[config.mk]
export PLATFORM = sky130hd
export DESIGN_NAME = decomp_recomposer
export DESIGN_NICKNAME = d
export VERILOG_FILES = /design/src/rtl/decomp_recomposer.sv
export SDC_FILE = /design/constraint.sdc
export NUM_CORES = 1
export LEC_CHECK = 0
export CAP_MARGIN = 20
export CORE_MARGIN = 10
export CORE_UTILIZATION = 30
export DETAILED_ROUTE_END_ITERATION = 10
export GPL_TIMING_DRIVEN = 0
export PLACE_DENSITY = 0.5
export RECOVER_POWER = 100
export SLEW_MARGIN = 30
export SYNTH_ARGS = -nofsm -noshare
export SYNTH_HDL_FRONTEND = slang
export SYNTH_SLANG_ARGS = --single-unit
[constraint.sdc]
create_clock -name clk -period 5.5 [get_ports clk]
set_input_delay 1.1 -clock clk [delete_from_list [all_inputs] [get_ports clk]]
set_output_delay 1.1 -clock clk [all_outputs]
set_load 0.1 [all_outputs]
[src/rtl/decomp_recomposer.sv]
// Streaming signed-digit gadget recomposer: folds balanced decomposition digits
// (least-significant level first) back into a coefficient modulo 2^OUT_W.
module decomp_recomposer #(
  parameter int LEVEL  = 8,
  parameter int BASE_W = 2,
  parameter int OUT_W  = 21
) (
  input  logic                     clk,
  input  logic                     a_rst_n,
  input  logic signed [BASE_W:0]   in_digit,
  input  logic                     in_last,
  input  logic                     in_vld,
  output logic                     in_rdy,
  output logic        [OUT_W-1:0]  out_data,
  output logic                     out_vld,
  input  logic                     out_rdy,
  output logic                     err
);

  localparam int CNT_W   = (LEVEL > 1) ? $clog2(LEVEL) : 1;
  localparam int BASE_SH = OUT_W - LEVEL * BASE_W;

  generate
    if (LEVEL < 1 || BASE_W < 1 || OUT_W < LEVEL * BASE_W) begin : g_param_check
      $error("decomp_recomposer: need LEVEL>=1, BASE_W>=1, OUT_W>=LEVEL*BASE_W");
    end
  endgenerate

  logic [CNT_W-1:0] cnt_q, cnt_d;
  logic [OUT_W-1:0] acc_q, acc_d;
  logic [OUT_W-1:0] out_data_q, out_data_d;
  logic             out_vld_q, out_vld_d;
  logic             err_q, err_d;

  logic [OUT_W-1:0] digit_ext;
  logic [OUT_W-1:0] term;
  logic [OUT_W-1:0] sum;
  logic             last_level;
  logic             accept;
  int               shamt;

  assign last_level = (cnt_q == CNT_W'(LEVEL - 1));
  // Only the closing digit can stall, and only behind an undrained result.
  assign in_rdy     = !(last_level && out_vld_q && !out_rdy);
  assign accept     = in_vld && in_rdy;

  always_comb begin
    digit_ext = OUT_W'(in_digit);
    shamt     = BASE_SH + int'(cnt_q) * BASE_W;
    term      = digit_ext << shamt;
    sum       = acc_q + term;
  end

  always_comb begin
    cnt_d      = cnt_q;
    acc_d      = acc_q;
    out_data_d = out_data_q;
    out_vld_d  = out_vld_q;
    err_d      = 1'b0;
    if (out_vld_q && out_rdy) begin
      out_vld_d = 1'b0;
    end
    if (accept) begin
      if (last_level) begin
        out_data_d = sum;
        out_vld_d  = 1'b1;
        acc_d      = '0;
        cnt_d      = '0;
        err_d      = !in_last;
      end else if (in_last) begin
        // Early last: drop the partial value and resynchronise the level count.
        acc_d = '0;
        cnt_d = '0;
        err_d = 1'b1;
      end else begin
        acc_d = sum;
        cnt_d = cnt_q + CNT_W'(1);
      end
    end
  end

  always_ff @(posedge clk or negedge a_rst_n) begin
    if (!a_rst_n) begin
      cnt_q      <= '0;
      acc_q      <= '0;
      out_data_q <= '0;
      out_vld_q  <= 1'b0;
      err_q      <= 1'b0;
    end else begin
      cnt_q      <= cnt_d;
      acc_q      <= acc_d;
      out_data_q <= out_data_d;
      out_vld_q  <= out_vld_d;
      err_q      <= err_d;
    end
  end

  assign out_data = out_data_q;
  assign out_vld  = out_vld_q;
  assign err      = err_q;

endmodule
==> impl_metrics.py, run 1 <==
metrics = {
    "clock_tree": {
        "clockBufferDepth": 2,
        "insertion_delay_ps": 300,
        "cts_resized": 0,
        "cts_buffers": 5,
        "post_cts_buffers": 0,
        "clock_sinks": 45,
        "htree_num_levels": 2,
        "clkTransAtPathRegs_ps": 80,
        "cts_tree": "yes",
        "cts_hold_buf": 0,
        "cts-root-buf": "clkbuf_8",
    },
    "route": {
        "wl_per_cell_microns": 15.6,
        "routed_wl_microns": 7740,
        "drt-initial-drc-count": 127,
        "drcViolationCount": 0,
        "vias": 2494,
        "avgViaCountPerCell": 5.04,
        "drt.antenna.violating_nets": 0,
        "drt-pass1-iter-count": 4,
    },
    "place": {
        "pre_cts_slack_ps": 1270,
        "gp_congestion": 0.807,
        "dp_hpwl_microns": 5860,
        "portBuffers": 30,
    },
    "min_path": {
        "min_path_type": "reg -> reg",
        "min_path_cells": 2,
    },
    "floorplanning": {
        "die_h_microns": 120,
        "die_w_microns": 120,
        "start_util_pct": 30.9,
        "dieArea_sq_um": 14500,
        "coreArea_sq_um": 9770,
        "placementRows": 36,
        "design.portCount": 32,
    },
    "synthesis": {
        "yosysWarnings": 0,
        "synth_edf_count": 0,
        "synth_top_family_by_area": "compound AO/OA/AOI/OAI gates",
        "async_flop_share_pct": 100,
        "yosys.area_share.simple_pct": 17.1,
        "synth.top_cell.area_share_pct": 37.3,
        "synth.largest_area_cell": "dfrtp_1",
        "synth-compound-area-share_pct": 19.8,
        "synthTopCellsByArea": "dfrtp_1 37%, ha_1 9.1%, a22o_1 5.2%",
        "synthCells": 325,
        "syn_nets": 356,
        "synth_area_sq_um": 3020,
        "synth-xor-area-share_pct": 5.67,
        "ys_seq_area_share_pct": 37.3,
        "synth_ff_type": "dfrtp_1",
        "avgSynthCellArea_sq_um": 9.30,
        "yosys-mux-area-fraction_pct": 6.25,
        "synth-adder-area-share_pct": 9.77,
        "synth.distinct_cells": 50,
        "ys_ff_latch": 45,
    },
    "pwr": {
        "switching_share_pct": 45.9,
        "ir_worst_vdd_mv": 0.128,
        "seqPwrFrac_pct": 30.0,
        "power_frac_comb_pct": 55.7,
        "clkPwrFrac_pct": 14.3,
        "p_leak_uw": 0.00171,
        "power_density_nw_per_um2": 421,
        "netSwitchingPower_uw": 683,
        "internal_power_uw": 803,
    },
    "timing": {
        "fmax_mhz": 237,
        "fin_tns_setup_ps": 0,
        "period_minus_slack_ps": 4220,
        "rsz0062_at_grt": "false",
        "final_hold_viol_count": 0,
        "max_slew.worst_pin.slew_ps": 2470,
        "fin_skew_ps": 7.27,
        "slew_viol_final": 46,
        "relSlewSlack_pct": -64.5,
        "hold_slack_ps": 469,
        "finalSetupViolCount": 0,
        "fin_ws_ps": 1280,
        "fin_crit_sh_pct": 76.7,
    },
    "finish": {
        "fillCellCount": 1019,
        "layout_commonest_cell": "dfrtp_1",
        "nNetsFinal": 393,
        "num_antenna_cells": 0,
        "area.growth.synth_to_final_pct": 16.9,
        "drive_above_1_share_pct": 7.46,
        "final_cell_mix": "45 x dfrtp_1, 40 x nand2_1, 26 x dlygate4sd3_1, 24 x a21oi_1, 22 x ha_1",
    },
    "critical_path": {
        "worstSetupStartpointType": "input port",
        "cp_max_fo": 8,
        "rr_worst_depth": 13,
        "cp-end-kind": "register",
        "critPathRequiredTime_ps": 5670,
        "crit_type": "in -> reg",
        "cp_data_arrival_time_ps": 4390,
    },
    "grt": {
        "grt_remaining_overflow": 0,
        "grt_pass1_wl_microns": 13000,
        "grt_pass1_vias": 2553,
        "grtUsageTotal_pct": 10.9,
        "antenna_found_initial": 0,
        "grt_start_max_net_pins": 46,
    },
    "job": {
        "cap_viol_max_count": 1,
    },
    "status": {
        "status": "finished, violations left",
        "violations": "capacitance limit, slew limit",
    },
}
==> registers in the layout, indices dropped and copies added, names as in the netlist <==
| name | count |
|---|---|
| acc_q | 20 |
| err | 1 |
| out_vld | 1 |
| out_data | 20 |
| cnt_q | 3 |
==> area by class of cell <==
| type | instances | area (sq um) | share of cell area, % |
|---|---|---|---|
| Buffer | 18 | 85.1 | 2.41 |
| Inverter | 8 | 30.0 | 0.850 |
| Sequential cell | 45 | 1130 | 31.9 |
| Timing Repair Buffer | 30 | 294 | 8.33 |
| Multi-Input combinational cell | 254 | 1740 | 49.4 |
| Clock buffer | 7 | 86.3 | 2.45 |
| Tap cell | 133 | 166 | 4.71 |
==> cell usage after synthesis (3+ instances only) <==
| master | instances |
|---|---|
| nor2b_1 | 7 |
| or3_1 | 3 |
| mux2_2 | 11 |
| inv_1 | 8 |
| nand4_1 | 6 |
| dfrtp_1 | 45 |
| nor3_1 | 5 |
| a22o_1 | 18 |
| clkbuf_1 | 9 |
| a21o_1 | 4 |
| ha_1 | 22 |
| a21oi_1 | 23 |
| nand2_1 | 40 |
| buf_2 | 6 |
| mux2i_1 | 5 |
| xor2_1 | 5 |
| xnor2_1 | 12 |
| nor2_1 | 19 |
| nand2b_1 | 9 |
| nand3_1 | 10 |
| o21ai_0 | 14 |
| a21oi_2 | 3 |
| o21ai_1 | 7 |
==> worst max-delay path: stages <==
cell and delay [ps]:
dlygate4sd3_1 680, nor2b_1 220, nand3_1 100, a21oi_1 200
ha_1 250, clkbuf_1 200, a21oi_1 260, o21ai_0 210
a2111oi_0 480, o41ai_1 150, o22ai_1 200, xor2_1 230
o21ai_0 100
==> logic make-up (layout without fill, tap and decap cells) <==
kind of cell	count (synthesis)	in the layout
AO/OA/AOI/OAI	88	88
adder cells (fa/ha/maj)	23	23
multiplexers	17	17
buffers and inverters	26	63
AND/OR/NAND/NOR	107	107
other	1	1
XOR/XNOR	18	18
flip-flops	45	45
==> routing by layer <==
layer	track usage [%]	up-vias	wire length (microns)
li1	-	1236	-
met3	2.23	8	292
met5	0	-	0
met2	17.4	38	3520
met4	3.54	0	155
met1	14.4	1212	3770
==> through the flow <==
step	cells	utilization [%]	total power, uW	area [sq um]
finish	495	36.1	1490	3530
global placement	488	35.7	1300	3490
floorplan	325	-	1110	3020
detailed placement	488	35.7	1310	3490
global route	495	36.1	1620	3530
CTS	495	36.5	1530	3570
==> power by group through the flow <==
stage	Clock, uW	Combinational, uW	Sequential, uW
finish	212	828	446
global route	239	921	456
CTS	224	858	447
detailed placement	0	855	452
global placement	0	848	452
floorplan	0	561	551
==> final timing paths <==
check | start | endpoint | slack, ps
worst max register to register | cnt_q[1] | out_data[19] | 1750
max in group asynchronous | a_rst_n | out_data[7] | 2560
worst max-delay path | in_digit[1] | out_data[19] | 1280
worst min-delay path | out_data[8] | out_data[8] | 470
min in group asynchronous | a_rst_n | out_data[9] | 1560
worst min register to register | out_data[8] | out_data[8] | 470
No activity file was read; power rests on OpenSTA's default activity.
==> inputs of run 2 (changes only) <==
Settings changed: PLACE_DENSITY 0.5 to 0.51.
Clock period 5.5 ns to 3.7 ns, I/O delays scaled along.
==> run 2 against run 1 <==
  * The flow still finishes with violations (capacitance limit, slew limit)
  * Core utilization up 0.28 points
  * Clock-buffer cell count shrank 1
  * Non-clock buffer count did not move
  * Wire length shrank 0.78%
  * Sequential power is 48% higher
  * Total power increased by 51%
  * Flip-flop and latch count is the same
  * Clock skew is essentially flat
  * Global-route usage fell by 0.089 points
  * Worst setup slack worse by 1000 ps
  * First-iteration DRC count down 15%
==> impl_metrics.py, run 2 (synthesis results as in run 1) <==
metrics = {
    "status": {
        "status": "finished, violations left",
        "violations": "capacitance limit, slew limit",
    },
    "finish": {
        "drive_above_1_share_pct": 9.64,
        "nNetsFinal": 393,
        "num_antenna_cells": 0,
        "final_cell_mix": "45 x dfrtp_1, 40 x nand2_1, 24 x a21oi_1, 24 x dlygate4sd3_1, 22 x ha_1",
        "area.growth.synth_to_final_pct": 17.8,
        "layout_commonest_cell": "dfrtp_1",
        "final_cell_area_sq_um": 3560,
    },
    "critical_path": {
        "worstSetupStartpointType": "register",
        "crit_top_cell": "ha_1",
        "crit_slowest_cell": "dfrtp_1",
        "critPathMaxStageDelay_ps": 460,
        "critPathRequiredTime_ps": 3890,
        "cp_cell_sequence": "ha_1, or3_1, nor2_1, ha_1, inv_1, fa_1, nor2b_2, o31ai_2, a21o_1, a211oi_1, o22ai_1, xnor2_1, mux2_4",
        "rrSetupSlack_ps": 250,
        "cp-end-kind": "register",
        "crit_type": "reg -> reg",
        "reg2reg_from": "cnt_q[1]",
        "r2r-end": "out_data[17]",
        "cp_data_arrival_time_ps": 3640,
        "cp_max_fo": 7,
        "rr_worst_depth": 13,
    },
    "route": {
        "drcViolationCount": 0,
        "wl_per_cell_microns": 15.5,
        "avgViaCountPerCell": 4.97,
        "vias": 2464,
        "drt-initial-drc-count": 108,
        "routed_wl_microns": 7680,
        "drt-pass1-iter-count": 4,
        "drt.antenna.violating_nets": 0,
    },
    "pwr": {
        "ir_worst_vdd_mv": 0.212,
        "p_leak_uw": 0.00172,
        "power_density_nw_per_um2": 629,
    },
    "timing": {
        "max_slew.worst_pin.slew_ps": 2510,
        "final_hold_viol_count": 0,
        "fin_tns_setup_ps": 0,
        "slew_viol_final": 46,
        "fin_skew_ps": 7.21,
        "fmax_mhz": 290,
        "fin_crit_sh_pct": 93.2,
        "fin_ws_ps": 253,
        "hold_slack_ps": 470,
        "period_minus_slack_ps": 3450,
        "rsz0062_at_grt": "false",
        "relSlewSlack_pct": -67.5,
        "finalSetupViolCount": 0,
    },
    "clock_tree": {
        "cts-root-buf": "clkbuf_8",
        "clockBufferDepth": 2,
        "clkTransAtPathRegs_ps": 90,
        "post_cts_buffers": 0,
        "insertion_delay_ps": 300,
        "htree_num_levels": 2,
        "cts_hold_buf": 0,
        "cts_tree": "yes",
        "cts_buffers": 5,
        "clock_sinks": 45,
    },
    "min_path": {
        "holdCritStartpoint": "out_data[8]",
        "min_path_cells": 2,
        "min_path_type": "reg -> reg",
        "holdPathEnd": "out_data[8]",
    },
    "place": {
        "dp_hpwl_microns": 5850,
        "pre_cts_slack_ps": -160,
        "portBuffers": 30,
        "gp_congestion": 0.831,
        "placed_area_sq_um": 3490,
    },
    "floorplanning": {
        "design.portCount": 32,
        "die_h_microns": 120,
        "start_util_pct": 30.9,
        "coreArea_sq_um": 9770,
        "dieArea_sq_um": 14500,
        "placementRows": 36,
        "die_w_microns": 120,
    },
    "grt": {
        "antenna_found_initial": 0,
        "grt_start_max_net_pins": 46,
        "grtUsageMet3_pct": 2.23,
        "use_met2_pct": 17.4,
        "met1_usage_pct": 14.5,
        "top_usage_layer": "met2",
        "grt_pass1_wl_microns": 13000,
        "grt_pass1_vias": 2474,
        "grt_remaining_overflow": 0,
        "grtUsageTotal_pct": 10.8,
    },
    "job": {
        "cap_viol_max_count": 1,
    },
}
run 2: how the worst max path moves through the flow:
| stage | startpoint | cells after the start | end |
|---|---|---|---|
| 2_1_floorplan | cnt_q[1] | 13 | out_data[17] |
| 3_3_place_gp | in_digit[1] | 12 | out_data[20] |
| 3_5_place_dp | in_digit[1] | 12 | out_data[20] |
| 4_1_cts | in_digit[1] | 12 | out_data[20] |
| 5_1_grt | cnt_q[1] | 13 | out_data[17] |
| 6_report | cnt_q[1] | 13 | out_data[17] |
run 2: layout make-up:
type | instances | area, sq um
Sequential cell | 45 | 1130
Fill cell | 986 | 6220
Clock inverter | 2 | 10.0
Multi-Input combinational cell | 254 | 1760
Tap cell | 133 | 166
Buffer | 18 | 93.8
Inverter | 8 | 30.0
Timing Repair Buffer | 30 | 297
Clock buffer | 6 | 72.6
run 2: worst max-delay path, delay by kind of cell, from the launching register on:
family / cells / cell delay [ps]
fa+ha+maj: 3 / 1010
compound gates: 4 / 710
simple gates: 3 / 680
flops: 1 / 460
mux: 1 / 260
xor+xnor: 1 / 170
buf+inv: 1 / 50
run 2: metrics by stage:
stage	std cells	power [uW]	util [%]
global route	496	2430	36.4
finish	496	2240	36.4
floorplan	325	1650	-
detailed placement	488	1940	35.7
global placement	488	1940	35.7
CTS	496	2260	36.5
run 2: where the power goes:
group	leakage, uW	switching (uW)	internal (uW)
Clock	0.0000450	175	131
Combinational	0.00107	798	471
Sequential	0.000609	66.6	596
run 2: metal layers:
layer	share of wire, %	routed length (microns)	vias up
met1	48	3710	1174
li1	-	-	1242
met4	1.0	77	0
met2	46	3560	43
met5	0	0	-
met3	4.2	324	5
run 2: repair_timing:
action,4_1_cts,5_1_grt
endpoints found under the hold margin,0,0
gates resized for setup,0,3
endpoints found under the setup margin,0,2
